`src/rtl/dispatch_queue.sv`:
```
// Dual-lane dispatch buffer: a circular queue that takes up to two decoded
// instructions per cycle and issues up to two in program order, splitting hazardous pairs.
module dispatch_queue #(
  parameter int DEPTH   = 8,
  parameter bit PAIR_EN = 1'b1,
  parameter int CNT_W   = $clog2(DEPTH) + 1
) (
  input  logic             clk,
  input  logic             rst,
  input  logic             flush_dspch,
  input  logic             in_valid1_dspch,
  input  logic             in_valid2_dspch,
  input  logic [63:0]      inst1_dspch,
  input  logic [63:0]      inst2_dspch,
  output logic             in_ready_dspch,
  output logic             out_valid1_dspch,
  output logic             out_valid2_dspch,
  output logic [63:0]      out_inst1_dspch,
  output logic [63:0]      out_inst2_dspch,
  input  logic             out_ready1_dspch,
  input  logic             out_ready2_dspch,
  output logic [CNT_W-1:0] count_dspch
);

  localparam int PTR_W = $clog2(DEPTH);
  localparam logic [CNT_W-1:0] DEPTH_C = CNT_W'(DEPTH);

  localparam int B_NOP  = 63;
  localparam int B_MEM  = 62;
  localparam int B_FLT  = 61;
  localparam int B_INT  = 60;
  localparam int RR_LO  = 47;
  localparam int OPA_LO = 42;
  localparam int OPB_LO = 37;
  localparam int DST_LO = 32;

  logic [63:0]      mem [DEPTH];
  logic [PTR_W-1:0] head;
  logic [PTR_W-1:0] tail;
  logic [PTR_W-1:0] head_nx1;
  logic [PTR_W-1:0] wr_addr2;
  logic [CNT_W-1:0] count;
  logic [CNT_W-1:0] free_slots;

  logic             wr1;
  logic             wr2;
  logic             rd1;
  logic             rd2;
  logic [1:0]       n_wr;
  logic [1:0]       n_rd;

  // ---------------- enqueue side ----------------
  assign free_slots     = DEPTH_C - count;
  assign in_ready_dspch = (free_slots >= CNT_W'(2)) && !flush_dspch;

  assign wr1 = in_ready_dspch && in_valid1_dspch && !inst1_dspch[B_NOP];
  assign wr2 = in_ready_dspch && in_valid2_dspch && !inst2_dspch[B_NOP];

  // slot 2 compacts into tail when slot 1 is not written
  assign wr_addr2 = wr1 ? tail + PTR_W'(1) : tail;
  assign n_wr     = {1'b0, wr1} + {1'b0, wr2};

  // ---------------- head pair decode ----------------
  assign head_nx1        = head + PTR_W'(1);
  assign out_inst1_dspch = mem[head];
  assign out_inst2_dspch = mem[head_nx1];

  logic       h_mem;
  logic       h_flt;
  logic       h_int;
  logic [4:0] h_dst;
  logic       y_mem;
  logic       y_flt;
  logic       y_int;
  logic       y_rd_a;
  logic       y_rd_b;
  logic       y_fcls;
  logic [4:0] y_opa;
  logic [4:0] y_opb;
  logic [4:0] y_dst;

  assign h_mem  = out_inst1_dspch[B_MEM];
  assign h_flt  = out_inst1_dspch[B_FLT];
  assign h_int  = out_inst1_dspch[B_INT];
  assign h_dst  = out_inst1_dspch[DST_LO +: 5];
  assign y_mem  = out_inst2_dspch[B_MEM];
  assign y_flt  = out_inst2_dspch[B_FLT];
  assign y_int  = out_inst2_dspch[B_INT];
  assign y_rd_a = out_inst2_dspch[RR_LO];
  assign y_rd_b = out_inst2_dspch[RR_LO + 1];
  assign y_fcls = out_inst2_dspch[RR_LO + 2];
  assign y_opa  = out_inst2_dspch[OPA_LO +: 5];
  assign y_opb  = out_inst2_dspch[OPB_LO +: 5];
  assign y_dst  = out_inst2_dspch[DST_LO +: 5];

  logic h_int_w;
  logic h_flt_w;
  logic h_cls_w;
  logic raw_haz;
  logic waw_haz;
  logic mem_haz;
  logic hazard;

  // int r0 is hard-wired zero, so writes to it never create a dependency
  assign h_int_w = h_int && (h_dst != 5'd0);
  assign h_flt_w = h_flt;
  assign h_cls_w = y_fcls ? h_flt_w : h_int_w;

  assign raw_haz = h_cls_w && ((y_rd_a && (y_opa == h_dst)) ||
                               (y_rd_b && (y_opb == h_dst)));
  assign waw_haz = (h_int_w && y_int && (y_dst == h_dst)) ||
                   (h_flt_w && y_flt && (y_dst == h_dst));
  assign mem_haz = h_mem && y_mem;
  assign hazard  = raw_haz || waw_haz || mem_haz;

  // ---------------- dequeue side ----------------
  assign out_valid1_dspch = (count >= CNT_W'(1)) && !flush_dspch;
  assign out_valid2_dspch = PAIR_EN && (count >= CNT_W'(2)) && !hazard && !flush_dspch;

  assign rd1  = out_valid1_dspch && out_ready1_dspch;
  assign rd2  = out_valid2_dspch && out_ready2_dspch && rd1;
  assign n_rd = {1'b0, rd1} + {1'b0, rd2};

  assign count_dspch = count;

  // ---------------- state ----------------
  always_ff @(posedge clk) begin
    if (rst) begin
      head  <= '0;
      tail  <= '0;
      count <= '0;
      for (int i = 0; i < DEPTH; i++) begin
        mem[i] <= '0;
      end
    end else if (flush_dspch) begin
      head  <= '0;
      tail  <= '0;
      count <= '0;
    end else begin
      if (wr1) begin
        mem[tail] <= inst1_dspch;
      end
      if (wr2) begin
        mem[wr_addr2] <= inst2_dspch;
      end
      head  <= head + PTR_W'(n_rd);
      tail  <= tail + PTR_W'(n_wr);
      count <= count + CNT_W'(n_wr) - CNT_W'(n_rd);
    end
  end

endmodule

```
`config.mk`:
```
export PLATFORM = sky130hd
export DESIGN_NAME = dispatch_queue
export DESIGN_NICKNAME = d
export VERILOG_FILES = /design/src/rtl/dispatch_queue.sv
export SDC_FILE = /design/constraint.sdc
export NUM_CORES = 1
export LEC_CHECK = 0
export BUFFER_PORTS_ARGS = -buffer_cell sky130_fd_sc_hd__buf_2
export CAP_MARGIN = 15
export CORE_UTILIZATION = 45
export DETAILED_ROUTE_END_ITERATION = 10
export GPL_ROUTABILITY_DRIVEN = 0
export PLACE_DENSITY = 0.64
export SLEW_MARGIN = 40
export SYNTH_ARGS = -nofsm -noshare
export SYNTH_HDL_FRONTEND = slang
export SYNTH_SLANG_ARGS = --single-unit
```
`constraint.sdc`:
```
create_clock -name clk -period 5.4 [get_ports clk]
set_input_delay 0.27 -clock clk [delete_from_list [all_inputs] [get_ports clk]]
set_output_delay 0.27 -clock clk [all_outputs]
set_load 0.03 [all_outputs]
```
# After elaboration in Yosys (flattened, before gate mapping)
# Memory sizes are Yosys's and may differ from the RTL's. A register that Yosys moved wholly into a read port is not among the register bits.
# Cells that the tools add are included.
# op_classes
addsub	9
order_cmp	3
eq_ne	3
mux	19
reduce_logical	32
# op_table
operator	count
64-bit 2-to-1 mux	2
64-bit OR reduction	2
1-bit logical AND	20
5-bit equality test	3
1-bit 2-to-1 mux	13
3-bit 2-to-1 mux	4
4-bit by 2-bit >= comparator with 1-bit output (second input constant)	2
3-bit by 1-bit adder with 3-bit output (second input constant)	2
3-bit by 2-bit adder with 3-bit output	2
5-bit nonzero test	1
1-bit by 1-bit adder with 2-bit output	2
4-bit by 2-bit adder with 4-bit output	1
4-bit by 1-bit >= comparator with 1-bit output (second input constant)	1
1-bit zero test	4
1-bit logical OR	4
4-bit by 2-bit subtractor with 4-bit output	1
4-bit subtractor (first input constant)	1
2-bit OR reduction	1
# totals
register_bits	10
mem_bits_rw	512
inputBits	135
out_inout_bits	135
elab_cells	70
memories	1
# memory_table
memory	depth	width	read_ports	rd_ports_with_merged_regs	write_ports	line_no	rtl
mem	8	64	2	1	8	37	logic [63:0] mem [DEPTH];

# Longest topological paths before layout
# An unclocked memory read counts as a cell.
# depth
ltp_word	16
ltp_mapped	20
mapped_depth_nobuf	17

# Worst setup path before layout
# OpenSTA, ideal clock, no wires.
# synth_timing
path_type	register to register
from	reg head[0]
to	reg count[3] (netlist: count_dspch[3])
setup_ps	122
arrival_ps	4595
required_ps	5278
slack_ps	682
stages_incl_launch_ff	18
cell_sequence	dfxtp_1 ha_1 buf_2 buf_4 buf_4 mux4_2 nand2_1 nand2_1 a221o_1 a41oi_1 nor3b_2 nand4_1 fa_1 ha_1 a21o_1 a21oi_1 xnor2_1 nor2_1
# synth_via
elab_cells_between_ends	25
classes_between	add/sub (3); eq/ne (3); mux (1); reduce/logical (17); memory (1)
# synth_rtl
element	line_no	rtl
start: declaration	38	logic [PTR_W-1:0] head;
start signal: assignment	146	head <= head + PTR_W'(n_rd);
3-bit by 1-bit adder with 3-bit output	64	assign head_nx1 = head + PTR_W'(1);
memory 8 x 64 bit	-	
net out_inst2_dspch[62]	19	output logic [63:0] out_inst2_dspch,
1-bit logical AND	113	assign mem_haz = h_mem && y_mem;
1-bit logical OR	114	assign hazard = raw_haz || waw_haz || mem_haz;
1-bit zero test	118	assign out_valid2_dspch = PAIR_EN && (count >= CNT_W'(2)) && !hazard && !flush_dspch;
1-bit logical AND (2 in series)	118	
net out_valid2_dspch	17	output logic out_valid2_dspch,
1-bit logical AND (2 in series)	121	assign rd2 = out_valid2_dspch && out_ready2_dspch && rd1;
1-bit by 1-bit adder with 2-bit output	122	assign n_rd = {1'b0, rd1} + {1'b0, rd2};
4-bit by 2-bit subtractor with 4-bit output	148	count <= count + CNT_W'(n_wr) - CNT_W'(n_rd);
end signal: assignment	148	
end: declaration	42	logic [CNT_W-1:0] count;
# The timed path passes the listed nets, and every way through them passes these cells.
# A chain may end at the register's enable or synchronous reset.

# Final worst setup path
# layout_timing
from	reg head[0]
to	reg count[3] (netlist: count_dspch[3])
# layout_via
elab_chain_len	15
elab_cells_between_ends	25
classes_between	add/sub (3); eq/ne (3); mux (1); reduce/logical (17); memory (1)
# layout_rtl
element	line_no	rtl
3-bit by 1-bit adder with 3-bit output *	64	
memory 8 x 64 bit *	-	
5-bit equality test, on equally long branches	109, 110	
1-bit logical AND, on equally long branches	109, 110	
1-bit logical OR	109	assign raw_haz = h_cls_w && ((y_rd_a && (y_opa == h_dst)) ||
1-bit logical AND	109	
1-bit logical OR	114	
1-bit logical OR *	114	
1-bit zero test *	118	
1-bit logical AND * (2 in series)	118	
1-bit logical AND * (2 in series)	121	
1-bit by 1-bit adder with 2-bit output *	122	
4-bit by 2-bit subtractor with 4-bit output *	148	
# Mark *: on every way between the ends. The rest lies on a longest branch, timed or not.

==> flow_summary_export.csv <==
group,metric,value,unit
outcome,outcome,"completed",
route,dr.first_iter.drc_count,3063,
floorplan,fp.dieW,262.9,microns
global_route,grt_util_all_layers,0.2937,
critical_path,path_max_fanout,29,
worst_hold_path,hold_class,"in2reg",
critical_path,path_buf_inv,0,
floorplan,start_util,0.4554,
timing,fmax,0.2134,GHz
worst_hold_path,whs_path_depth,2,
synth,ys.flop_type,"edfxtp_1",
synth,synthCells,2089,
floorplan,num_rows,95,
route,vias,22590,
floorplan,io-pin-count,270,
synth,ys_top_cells_by_count,"edfxtp_1 (512), a32o_1 (506), mux4_2 (244), nand2_1 (179), buf_1 (150)",
floorplan,core,67280,sq um
critical_path,crit_slowest_cell,"ha_4",
route,final_antenna_net_count,0,
synth,synth-seq-cells,522,
placed_design,dp_hpwl,59.20,mm
clock_network,tritoncts,"done",
synth,syn_area,30640,sq um
synth,synth_cell_types,57,
synth,synth_async_sr_flop_share,0,
floorplan,die_area,69140,sq um
placed_design,dp.cells,2936,
cells_and_area,fin_nets,2296,
critical_path,worstPathCellList,"ha_4 -> mux2i_1 -> mux4_2 -> mux2i_1 -> o41ai_2 -> or4_4 -> nor4_4 -> nor3b_2 -> nand4_1 -> fa_1 -> ha_1 -> a21o_1 -> a21oi_1 -> xnor2_1 -> nor2_1",
worst_hold_path,worstHoldEndpoint,"mem[7][20]$_DFFE_PP_",
critical_path,crit_type,"reg2reg",
critical_path,cpMostUsedCell,"mux2i_1",
clock_network,clockBufferDepth,3,
timing,skew,0.03336,ns
critical_path,endpoint_kind,"flip-flop",
cells_and_area,layout-drive-gt1-share,0.3535,
critical_path,critPathLaunchType,"flip-flop",
timing,tightest_slew,0.8895,ns
synth,synth_edf_count,512,
global_route,overflow,0,
critical_path,r2r_end,"count_dspch[3]$_SDFF_PP0_",
route,via_per_inst,7.342,
clock_network,post_cts_buffers,0,
clock_network,clk_latency,0.65,ns
synth,avgSynthCellArea,14.67,sq um
synth,synth_area_leaders,"edfxtp_1 (50%), mux4_2 (18%), a32o_1 (17%)",
power_and_ir_drop,p_per_area,286.7,nW/um^2
clock_network,cts-root-buf,"clkbuf_16",
power_and_ir_drop,vdd_drop_max,0.0002403,V
synth,yosysTopAreaCellShare,0.5018,
global_route,grt_first_pass_wirelength,152.5,mm
route,drtPass1Iterations,5,
global_route,grt_pass1_vias,23130,
critical_path,rrSetupSlack,0.71,ns
timing,period_minus_slack,4.685,ns
route,drc,0,
floorplan,die_y,262.9,microns
flow_run,drv_cap,0,
placed_design,io_buffers,269,
critical_path,max_stage_delay,0.67,ns
timing,rsz0062_at_grt,"false",
timing,slew_viol_final,0,
timing,setup_tns,0,ns
route,wire_per_inst,33.50,microns
timing,whs,0.02741,ns
timing,relSlewSlack,0.4056,
timing,finalSetupViolations,0,
synth,yosysSeqAreaShare,0.5083,
global_route,antenna_found_initial,26,
worst_hold_path,min_from,"inst1_dspch[20]",
synth,synth_largest_area_cell,"edfxtp_1",
clock_network,cts_max_level,2,
global_route,grt_max_degree,115,
timing,hold_viol,0,
critical_path,r2r.worst_path.cells,15,
clock_network,path_clk_slew,0.06,ns
power_and_ir_drop,p_leak,11.68,nW
critical_path,crit_family,"adder cells",
timing,fin_crit_sh,0.8677,
clock_network,cts_sinks,522,
critical_path,reg2reg_from,"head[0]$_SDFF_PP0_",
clock_network,cts_made_buffers,57,
critical_path,arrival,5.21,ns
route,wirelength,103.1,mm
cells_and_area,area_growth,13.29,%
cells_and_area,final_cells,3077,
critical_path,required,5.93,ns
synth,synth.most_common_cell,"edfxtp_1",
synth,yosysWarnings,0,
[worst reg2reg max path, cell delays in order, from the launching register on]
cell and delay [ns]:
dfxtp_4 0.44, ha_4 0.67, mux2i_1 0.17, mux4_2 0.55
mux2i_1 0.21, o41ai_2 0.12, or4_4 0.56, nor4_4 0.25
nor3b_2 0.11, nand4_1 0.17, fa_1 0.47, ha_1 0.29
a21o_1 0.19, a21oi_1 0.19, xnor2_1 0.15, nor2_1 0.05
[cell usage in the layout (no fill, tap or decap), types with 3 or more instances in the layout]
cell | Yosys | final
xnor2_1 | 14 | 14
clkinv_1 | 0 | 9
a211o_4 | 0 | 8
nor3b_2 | 1 | 3
clkbuf_1 | 140 | 16
nor3b_1 | 11 | 9
and4_1 | 3 | 3
nand3b_1 | 6 | 6
dlygate4sd3_1 | 0 | 20
nand3_1 | 7 | 7
clkbuf_8 | 0 | 7
buf_4 | 5 | 46
mux2i_1 | 21 | 21
xor2_1 | 4 | 3
conb_1 | 1 | 8
buf_2 | 78 | 269
dfxtp_1 | 10 | 7
nor4_4 | 1 | 3
diode_2 | 0 | 17
dfxtp_4 | 0 | 3
nand2_1 | 179 | 179
nor2b_1 | 4 | 4
nor2_1 | 17 | 15
fa_1 | 4 | 4
clkinv_2 | 0 | 10
edfxtp_1 | 512 | 512
inv_1 | 25 | 25
a32o_1 | 506 | 504
mux2_2 | 67 | 67
and2_1 | 4 | 4
nor3_1 | 6 | 5
clkbuf_16 | 0 | 57
ha_1 | 15 | 14
and3_4 | 0 | 3
nand4_1 | 4 | 4
o21ai_0 | 3 | 3
inv_2 | 3 | 3
buf_12 | 1 | 24
mux4_2 | 244 | 244
[metrics by stage]
stage	worst slack (ns)	power (mW)	instance area, sq um	util
floorplan	0.6820	5.707	30670	-
global placement	0.7789	6.151	32610	0.4848
detailed placement	0.7094	6.186	32680	0.4857
CTS	0.7085	9.976	34670	0.5153
global route	0.5364	10.20	34710	0.5159
finish	0.7146	9.952	34710	0.5160
[where the power goes]
| part | internal (mW) | switching, mW | leakage [nW] | total [mW] |
|---|---|---|---|---|
| Clock | 2.14 | 1.69 | 0.881 | 3.82 |
| Combinational | 0.516 | 0.894 | 5.43 | 1.41 |
| Sequential | 4.62 | 0.0988 | 5.37 | 4.72 |
[final cells by class]
type	count	area (sq um)
diodes	17	42.54
clock buffers	80	1583
clock inverters	24	212.7
fillers	5616	32560
inverters	28	105.1
multi-input cells	1170	13670
flip-flops and latches	522	15590
well taps	873	1092
repair buffers	363	2425
[sequential cells by signal (all words and copies together), names as in the netlist]
name         flops
tail             3
count_dspch      4
mem            512
head             3
[logic make-up (layout without fill, tap and decap cells)]
kind of cell,count (synthesis),count (layout),share of synthesized area
other,1,25,0.0001224
adders and majority gates,19,19,0.008739
AOI/OAI and AO/OA,534,534,0.1727
buffers and inverters,404,495,0.05431
DFF,522,522,0.5083
xor gates and xnor gates,19,19,0.005676
muxes,334,334,0.2120
and+or+nand+nor,256,256,0.03810
[worst max-delay path by stage]
| stage | start | endpoint | cells past startpoint |
|---|---|---|---|
| CTS | head[0]$_SDFF_PP0_ | count_dspch[3]$_SDFF_PP0_ | 15 |
| floorplan | head[0]$_SDFF_PP0_ | count_dspch[3]$_SDFF_PP0_ | 17 |
| detailed placement | head[0]$_SDFF_PP0_ | count_dspch[3]$_SDFF_PP0_ | 15 |
| global placement | head[0]$_SDFF_PP0_ | count_dspch[3]$_SDFF_PP0_ | 15 |
| finish | head[0]$_SDFF_PP0_ | count_dspch[3]$_SDFF_PP0_ | 15 |
| global route | head[0]$_SDFF_PP0_ | count_dspch[3]$_SDFF_PP0_ | 15 |
[metal layers]
layer  part of all wire  track usage  wire length, microns
met1               0.36       0.3843                 37430
met2               0.48       0.4668                 49490
met3               0.12      0.07478                 12410
met4              0.035       0.1220                  3653
met5            0.00099            0                   102
[timing repair]
item	CTS	global route
endpoints found under the hold margin	76	0
resized for setup	0	0
hold buffers	20	0
(Power assumes the default switching activity.)
